### src/rtl/frame_buf_bank_ctrl_if.sv
// frame_buf_bank_ctrl_if: frame pulses in, bank selection / base addresses / enables out
// Ports: i_wr_vs, i_wr_done, i_rd_vs, i_frame_stable (to controller);
//        o_wr_bank, o_rd_bank, o_wr_base, o_rd_base, o_wr_en, o_rd_en, o_state
//        and, with FRAME_STAT_EN, o_drop_cnt / o_rpt_cnt (from controller).
// master = frame timing source, slave = bank controller.
interface frame_buf_bank_ctrl_if #(parameter int ADDR_W = 32);
  logic              i_wr_vs;
  logic              i_wr_done;
  logic              i_rd_vs;
  logic              i_frame_stable;
  logic [1:0]        o_wr_bank;
  logic [1:0]        o_rd_bank;
  logic [ADDR_W-1:0] o_wr_base;
  logic [ADDR_W-1:0] o_rd_base;
  logic              o_wr_en;
  logic              o_rd_en;
  logic [1:0]        o_state;
`ifdef FRAME_STAT_EN
  logic [15:0]       o_drop_cnt;
  logic [15:0]       o_rpt_cnt;
  modport master (output i_wr_vs, i_wr_done, i_rd_vs, i_frame_stable,
                  input o_wr_bank, o_rd_bank, o_wr_base, o_rd_base, o_wr_en, o_rd_en, o_state,
                  o_drop_cnt, o_rpt_cnt);
  modport slave (input i_wr_vs, i_wr_done, i_rd_vs, i_frame_stable,
                 output o_wr_bank, o_rd_bank, o_wr_base, o_rd_base, o_wr_en, o_rd_en, o_state,
                 o_drop_cnt, o_rpt_cnt);
`else
  modport master (output i_wr_vs, i_wr_done, i_rd_vs, i_frame_stable,
                  input o_wr_bank, o_rd_bank, o_wr_base, o_rd_base, o_wr_en, o_rd_en, o_state);
  modport slave (input i_wr_vs, i_wr_done, i_rd_vs, i_frame_stable,
                 output o_wr_bank, o_rd_bank, o_wr_base, o_rd_base, o_wr_en, o_rd_en, o_state);
`endif
endinterface

### src/rtl/frame_buf_bank_ctrl.sv
// frame_buf_bank_ctrl: triple-buffer bank arbiter between a frame writer and a frame reader
// Ports: clk, rst_n (asynchronous, active-low), bus (frame_buf_bank_ctrl_if.slave):
//   frame start/done pulses and stable flag in; write/read bank, base, enable and FSM state out.
// Optional macro FRAME_STAT_EN adds saturating dropped/repeated frame counters.
module frame_buf_bank_ctrl #(
  parameter int          ADDR_W      = 32,
  parameter logic [31:0] BANK_STRIDE = 32'h0080_0000
) (
  input logic clk,
  input logic rst_n,
  frame_buf_bank_ctrl_if.slave bus
);
  typedef enum logic [1:0] {IDLE = 2'd0, ARM = 2'd1, RUN = 2'd2} state_t;
  state_t state, state_n;
  logic [1:0] wr_bank, rd_bank, lc, wr_bank_n, rd_bank_n, lc_n, eff_lc, rd_upd, wr_pick;
  logic lc_valid, lc_valid_n, done_flag, done_flag_n, wr_en_n, rd_en_n;
  logic live, eff_valid, rd_evt, rd_load, wr_evt, completed;
  assign wr_bank = bus.o_wr_bank;
  assign rd_bank = bus.o_rd_bank;
  assign bus.o_state = state;
  always_ff @(posedge clk or negedge rst_n)
    if (!rst_n) state <= IDLE;
    else state <= state_n;
  always_comb
    state_n = (state == IDLE) ? ((bus.i_wr_vs && bus.i_frame_stable) ? ARM : IDLE) :
              !bus.i_frame_stable ? IDLE :
              (state == ARM && bus.i_wr_done) ? RUN : state;
  // A completion in the same cycle is visible to read and write selection (eff_lc).
  // The write bank avoids the old read bank, the new read bank and the last complete bank;
  // at most two of those are distinct, so one bank is always free.
  always_comb begin
    live        = state != IDLE && bus.i_frame_stable;
    eff_lc      = bus.i_wr_done ? wr_bank : lc;
    eff_valid   = bus.i_wr_done || lc_valid;
    rd_evt      = live && state == RUN && bus.i_rd_vs;
    rd_load     = rd_evt && (!bus.o_rd_en || (eff_valid && eff_lc != rd_bank));
    rd_upd      = rd_load ? eff_lc : rd_bank;
    wr_evt      = live && bus.i_wr_vs;
    completed   = done_flag || bus.i_wr_done;
    wr_pick     = (rd_bank != 2'd0 && rd_upd != 2'd0 && eff_lc != 2'd0) ? 2'd0 :
                  (rd_bank != 2'd1 && rd_upd != 2'd1 && eff_lc != 2'd1) ? 2'd1 : 2'd2;
    wr_bank_n   = !live ? 2'd0 : (wr_evt && completed) ? wr_pick : wr_bank;
    rd_bank_n   = live ? rd_upd : 2'd0;
    lc_n        = live ? eff_lc : 2'd0;
    lc_valid_n  = live && eff_valid;
    done_flag_n = live && !bus.i_wr_vs && completed;
    wr_en_n     = live || (state == IDLE && bus.i_wr_vs && bus.i_frame_stable);
    rd_en_n     = live && (bus.o_rd_en || rd_evt);
  end
  always_ff @(posedge clk or negedge rst_n)
    if (!rst_n) begin
      bus.o_wr_bank <= 2'd0;
      bus.o_rd_bank <= 2'd0;
      bus.o_wr_base <= '0;
      bus.o_rd_base <= '0;
      bus.o_wr_en   <= 1'b0;
      bus.o_rd_en   <= 1'b0;
      lc            <= 2'd0;
      lc_valid      <= 1'b0;
      done_flag     <= 1'b0;
    end else begin
      bus.o_wr_bank <= wr_bank_n;
      bus.o_rd_bank <= rd_bank_n;
      bus.o_wr_base <= ADDR_W'(wr_bank_n) * ADDR_W'(BANK_STRIDE);
      bus.o_rd_base <= ADDR_W'(rd_bank_n) * ADDR_W'(BANK_STRIDE);
      bus.o_wr_en   <= wr_en_n;
      bus.o_rd_en   <= rd_en_n;
      lc            <= lc_n;
      lc_valid      <= lc_valid_n;
      done_flag     <= done_flag_n;
    end
`ifdef FRAME_STAT_EN
  logic drop_ev, rpt_ev;
  assign drop_ev = wr_evt && !completed;
  assign rpt_ev  = rd_evt && !rd_load;
  always_ff @(posedge clk or negedge rst_n)
    if (!rst_n) begin
      bus.o_drop_cnt <= 16'd0;
      bus.o_rpt_cnt  <= 16'd0;
    end else begin
      bus.o_drop_cnt <= !live ? 16'd0 : (drop_ev && bus.o_drop_cnt != 16'hFFFF) ? bus.o_drop_cnt + 16'd1 : bus.o_drop_cnt;
      bus.o_rpt_cnt  <= !live ? 16'd0 : (rpt_ev && bus.o_rpt_cnt != 16'hFFFF) ? bus.o_rpt_cnt + 16'd1 : bus.o_rpt_cnt;
    end
`endif
endmodule
### src/flat_wrapper.sv
// flat-port wrapper written by rule: the top's interface ports become plain ports
module frame_buf_bank_ctrl_flat 
#(
  parameter int          ADDR_W      = 32,
  parameter logic [31:0] BANK_STRIDE = 32'h0080_0000
)
  (clk, rst_n, bus_i_wr_vs, bus_i_wr_done, bus_i_rd_vs, bus_i_frame_stable, bus_o_wr_bank, bus_o_rd_bank, bus_o_wr_base, bus_o_rd_base, bus_o_wr_en, bus_o_rd_en, bus_o_state);
  frame_buf_bank_ctrl_if #(.ADDR_W(ADDR_W)) bus_i ();
  input logic clk;
  input logic rst_n;
  input wire logic [$bits(bus_i.i_wr_vs)-1:0] bus_i_wr_vs;
  input wire logic [$bits(bus_i.i_wr_done)-1:0] bus_i_wr_done;
  input wire logic [$bits(bus_i.i_rd_vs)-1:0] bus_i_rd_vs;
  input wire logic [$bits(bus_i.i_frame_stable)-1:0] bus_i_frame_stable;
  output wire logic [$bits(bus_i.o_wr_bank)-1:0] bus_o_wr_bank;
  output wire logic [$bits(bus_i.o_rd_bank)-1:0] bus_o_rd_bank;
  output wire logic [$bits(bus_i.o_wr_base)-1:0] bus_o_wr_base;
  output wire logic [$bits(bus_i.o_rd_base)-1:0] bus_o_rd_base;
  output wire logic [$bits(bus_i.o_wr_en)-1:0] bus_o_wr_en;
  output wire logic [$bits(bus_i.o_rd_en)-1:0] bus_o_rd_en;
  output wire logic [$bits(bus_i.o_state)-1:0] bus_o_state;
  assign bus_i.i_wr_vs = bus_i_wr_vs;
  assign bus_i.i_wr_done = bus_i_wr_done;
  assign bus_i.i_rd_vs = bus_i_rd_vs;
  assign bus_i.i_frame_stable = bus_i_frame_stable;
  assign bus_o_wr_bank = bus_i.o_wr_bank;
  assign bus_o_rd_bank = bus_i.o_rd_bank;
  assign bus_o_wr_base = bus_i.o_wr_base;
  assign bus_o_rd_base = bus_i.o_rd_base;
  assign bus_o_wr_en = bus_i.o_wr_en;
  assign bus_o_rd_en = bus_i.o_rd_en;
  assign bus_o_state = bus_i.o_state;
  frame_buf_bank_ctrl #(.ADDR_W(ADDR_W), .BANK_STRIDE(BANK_STRIDE)) u_core (.clk(clk), .rst_n(rst_n), .bus(bus_i));
endmodule
### config.mk
export PLATFORM = sky130hd
export DESIGN_NAME = frame_buf_bank_ctrl_flat
export DESIGN_NICKNAME = d
export VERILOG_FILES = /design/src/rtl/frame_buf_bank_ctrl_if.sv /design/src/rtl/frame_buf_bank_ctrl.sv /design/src/flat_wrapper.sv
export SDC_FILE = /design/constraint.sdc
export NUM_CORES = 1
export LEC_CHECK = 0
export CAP_MARGIN = 25
export CORE_MARGIN = 5
export CORE_UTILIZATION = 50
export CTS_CLUSTER_DIAMETER = 30
export DETAILED_ROUTE_END_ITERATION = 10
export DONT_BUFFER_PORTS = 1
export HOLD_SLACK_MARGIN = 0.03
export PLACE_DENSITY = 0.68
export SLEW_MARGIN = 20
export SYNTH_ARGS = -nofsm -noshare
export SYNTH_HDL_FRONTEND = slang
export SYNTH_SLANG_ARGS = --single-unit
### constraint.sdc
create_clock -name clk -period 2 [get_ports clk]
set_input_delay 0.4 -clock clk [delete_from_list [all_inputs] [get_ports clk]]
set_output_delay 0.4 -clock clk [all_outputs]
set_load 0.005 [all_outputs]
==> results by stage <==
Outcome:
- The flow ran to the end, and the final reports show no timing, DRC or antenna violations.

Die:
- The floorplan step defined a die boundary enclosing 3250 µm².
- The row count is 17.
- The area inside the core boundary is 2170 µm².
- The die boundary width is 57.0 µm.
- In this run the vertical extent of the chip is 57.0 µm.
- The initial utilization of the core area, before any placement, comes to 50.9%.
- The number of I/O pins is 78.

Layout:
- For this run, the post-layout net count is 134.
- In the final layout, the share of cells above drive strength 1 is 5.56%.
- The finished cells cover 905 µm².
- Cells fill 41.7% of the core in the end.
- The filler cell count in the final layout is 229.
- The multi-input combinational cells in the finished layout cover a total of 518 µm².
- From synthesis to final layout, the design area changed by -18.0%.
- The area taken by flip-flops and latches is 300 µm².
- The finished layout holds 154 standard cells, fillers aside.
- The number of antenna diodes in the final layout is 0.

Route:
- The total iterations of the first detailed-routing run is 4.
- The number of nets with antenna violations after detailed routing is 0.
- The count of unresolved DRC violations after routing is 0.
- Dividing the detail-routed wire length by the instance count gives 11.2 µm.
- For this block, the routed nets add up to 1720 µm of wire.
- Using the TritonRoute via totals, the vias-per-cell ratio works out to 3.99.
- The number of DRC markers after the initial detailed-route iteration is 10.
- The number of vias after detailed routing is 614.

Worst setup path:
- Along the worst path, the maximum fanout reaches 5.
- The critical path class is reg -> reg.
- The signal arrival time at the worst endpoint is 1.67 ns.
- The worst setup path is launched from a flip-flop.
- For the worst setup path, the data required time is 2.20 ns.
- The kind of end point of the critical path is a flip-flop.

Synth:
- Sorting the synthesized cells by area gives the leading types as buf_4 (44%), dfrtp_1 (27%), mux2i_4 (4.1%).
- The number of library cell types mapped by synthesis is 25.
- The share of the Yosys chip area taken by registers is 27.2%.
- The library cell with the largest summed area after synthesis is buf_4.
- In the synthesized netlist, the number of instances is 128.
- The Yosys warning count is 0.
- The synthesis-stage register bit count is 12.
- Sorting the synthesized cells by how often they occur yields buf_4 (64), dfrtp_1 (12), nor2_1 (12).
- Dividing the synthesized area by the synthesized cell count gives 8.62 µm².
- For this run, the leading register cell type out of synthesis is dfrtp_1.
- The synthesized netlist occupies a cell area of 1100 µm².
- The number of flops mapped to enable cells by yosys is 0.
- Of all flip-flops after synthesis, the portion carrying an async set or reset was 100%.
- The share of synthesized area in the top cell type comes to 43.5%.
- The most frequently used cell type in the post-synthesis netlist is buf_4.

Timing:
- The worst path needs 1.47 ns of the cycle, external delays included.
- The ratio of final minimum period to clock period is 73.3%.
- The final setup skew is 0.000353 ns.
- For the pin with the worst max-slew slack, the measured transition is 0.558 ns.
- Summed over all failing endpoints, the final setup total negative slack is 0 ns.
- The count of pins over their slew limit came to 0.
- The relative slew slack is 62.7%.
- Setup repair after global routing left no endpoint under its margin.
- The final hold slack is 0.199 ns.
- The final number of hold-violating endpoints is 0.
- Setup violations remaining at the end of the flow were counted as 0.
- The maximum clock frequency is 682 MHz.
- The post-layout worst setup margin is 0.533 ns.

GRT:
- The via count of the first global-routing pass is 533.
- The first global-routing pass estimated 2500 µm of wire.
- The pin count of the biggest net entering global routing is 13.
- The total overflow left after global routing is 0.
- The total track usage is 9.92%.
- The initial antenna violation count came to 0.

Power and ir drop:
- Summed over all cells, the static leakage comes to 0.482 nW.
- The final total power is 0.462 mW.
- Across the VDD grid, the largest voltage drop is 249 µV.
- Power spread over the standard cell area amounts to 510 nW/µm².

CTS:
- The clock passes through at most 2 buffers.
- The root buffer selected by CTS is clkbuf_4.
- The clock-pin slew reported for the worst setup and hold paths after clock tree synthesis is 0.07 ns.
- Once the clock tree was built, the resizer swapped 0 gates to a different size.
- The number of buffers created by CTS is 3.
- The later-pin clock latency in the skew report is 0.26 ns.
- CTS built an H-tree with a depth of 1.
- The number of sinks handled by clock tree synthesis is 12.
- The clock tree from TritonCTS is yes.

Run:
- The number of maximum-capacitance violations is 0.

Place:
- The worst setup slack before clock tree synthesis is 0.546 ns.
- Detailed placement ended at an HPWL of 1430 µm.
- The count of input and output buffers is 0.
- Summing all placed instances gives a cell area of 872 µm².
- At the end of routability-driven placement, the weighted congestion stood at 0.861.
- In this run, placement finished with an instance count of 150.

Worst hold path:
- The min-delay analysis places its worst path in the category in -> reg.
-- timing repair --
| item | CTS | global route |
|---|---|---|
| hold endpoints to repair | 12 | 0 |
| hold buffers | 1 | 0 |
| buffers inserted | 0 | 0 |
-- layout by cell type (no fill, tap or decap) --
cell | synthesis | layout
a211o_1 | 1 | 1
a21boi_0 | 1 | 1
buf_4 | 64 | 1
a2111o_1 | 2 | 2
nor3_1 | 1 | 1
nand4_1 | 2 | 2
or3b_2 | 1 | 1
dfrtp_1 | 12 | 12
clkbuf_4 | 0 | 3
nor2b_1 | 1 | 1
a211oi_1 | 2 | 2
inv_1 | 3 | 3
conb_1 | 1 | 60
mux2i_1 | 1 | 1
a21oi_1 | 4 | 4
nand3_1 | 2 | 2
or3_1 | 1 | 1
o21ai_0 | 3 | 3
mux2i_4 | 2 | 2
o21ai_1 | 1 | 1
nand2_1 | 6 | 6
nor2_1 | 12 | 12
xnor2_1 | 2 | 2
dlygate4sd3_1 | 0 | 1
and4b_1 | 1 | 1
-- kinds of logic (layout without fill, tap and decap cells) --
family / Yosys count / after routing / synth area share (%)
buf+inv: 69 / 8 / 45.9
xor+xnor: 2 / 2 / 1.59
other cells: 1 / 60 / 0.340
compound gates: 14 / 14 / 8.50
flops: 12 / 12 / 27.2
simple gates: 27 / 27 / 11.5
mux: 3 / 3 / 4.99
-- critical path, stage by stage (launching register included) --
cell	delay [ns]
dfrtp_1	0.42
and4b_1	0.34
o21ai_0	0.15
a2111o_1	0.41
nand3_1	0.08
-- report_power, final --
group          leakage (nW)  switching, mW  internal [mW]  total [mW]
Combinational         0.304         0.0471         0.0130      0.0601
Clock                0.0138         0.0757         0.0695       0.145
Sequential            0.164        0.00710          0.249       0.256
Total                 0.482          0.130          0.332       0.462
-- final cells by class --
class / count / share of cell area [%]
Clock buffer: 3 / 2.49
Inverter: 3 / 1.24
Multi-Input combinational cell: 106 / 57.3
Sequential cell: 12 / 33.2
Tap cell: 28 / 3.87
Timing Repair Buffer: 2 / 1.94
-- layer usage --
metal	up-vias	part of all wire [%]	GRT usage, %	wire [µm]
li1	290	-	-	-
met1	279	34	10.9	578
met2	43	52	16.5	896
met3	2	14	4.75	235
met4	0	0.75	3.97	13
met5	-	0	0	0
-- worst paths after layout --
check | end | startpoint | slack (ns) | cells after the start
setup reg to reg | u_core.bus.o_rd_bank[0] | u_core.bus.o_state[0] | 0.53 | 4
max in group asynchronous | u_core.lc_valid | rst_n | 1.08 | 1
setup / recovery | u_core.bus.o_rd_bank[0] | u_core.bus.o_state[0] | 0.53 | 4
hold / removal | u_core.done_flag | bus_i_wr_vs | 0.20 | 1
hold reg to reg | u_core.lc_valid | u_core.lc_valid | 0.53 | 2
min in group asynchronous | u_core.lc[1] | rst_n | 0.56 | 1
-- registers in the layout, summed over array words and instances (netlist names) --
register              count
u_core.bus.o_rd_bank      2
u_core.lc_valid           1
u_core.lc                 2
u_core.bus.o_wr_base      2
u_core.done_flag          1
u_core.bus.o_state        2
u_core.bus.o_wr_en        1
u_core.bus.o_rd_en        1
No activity file was read; power rests on OpenSTA's default activity.
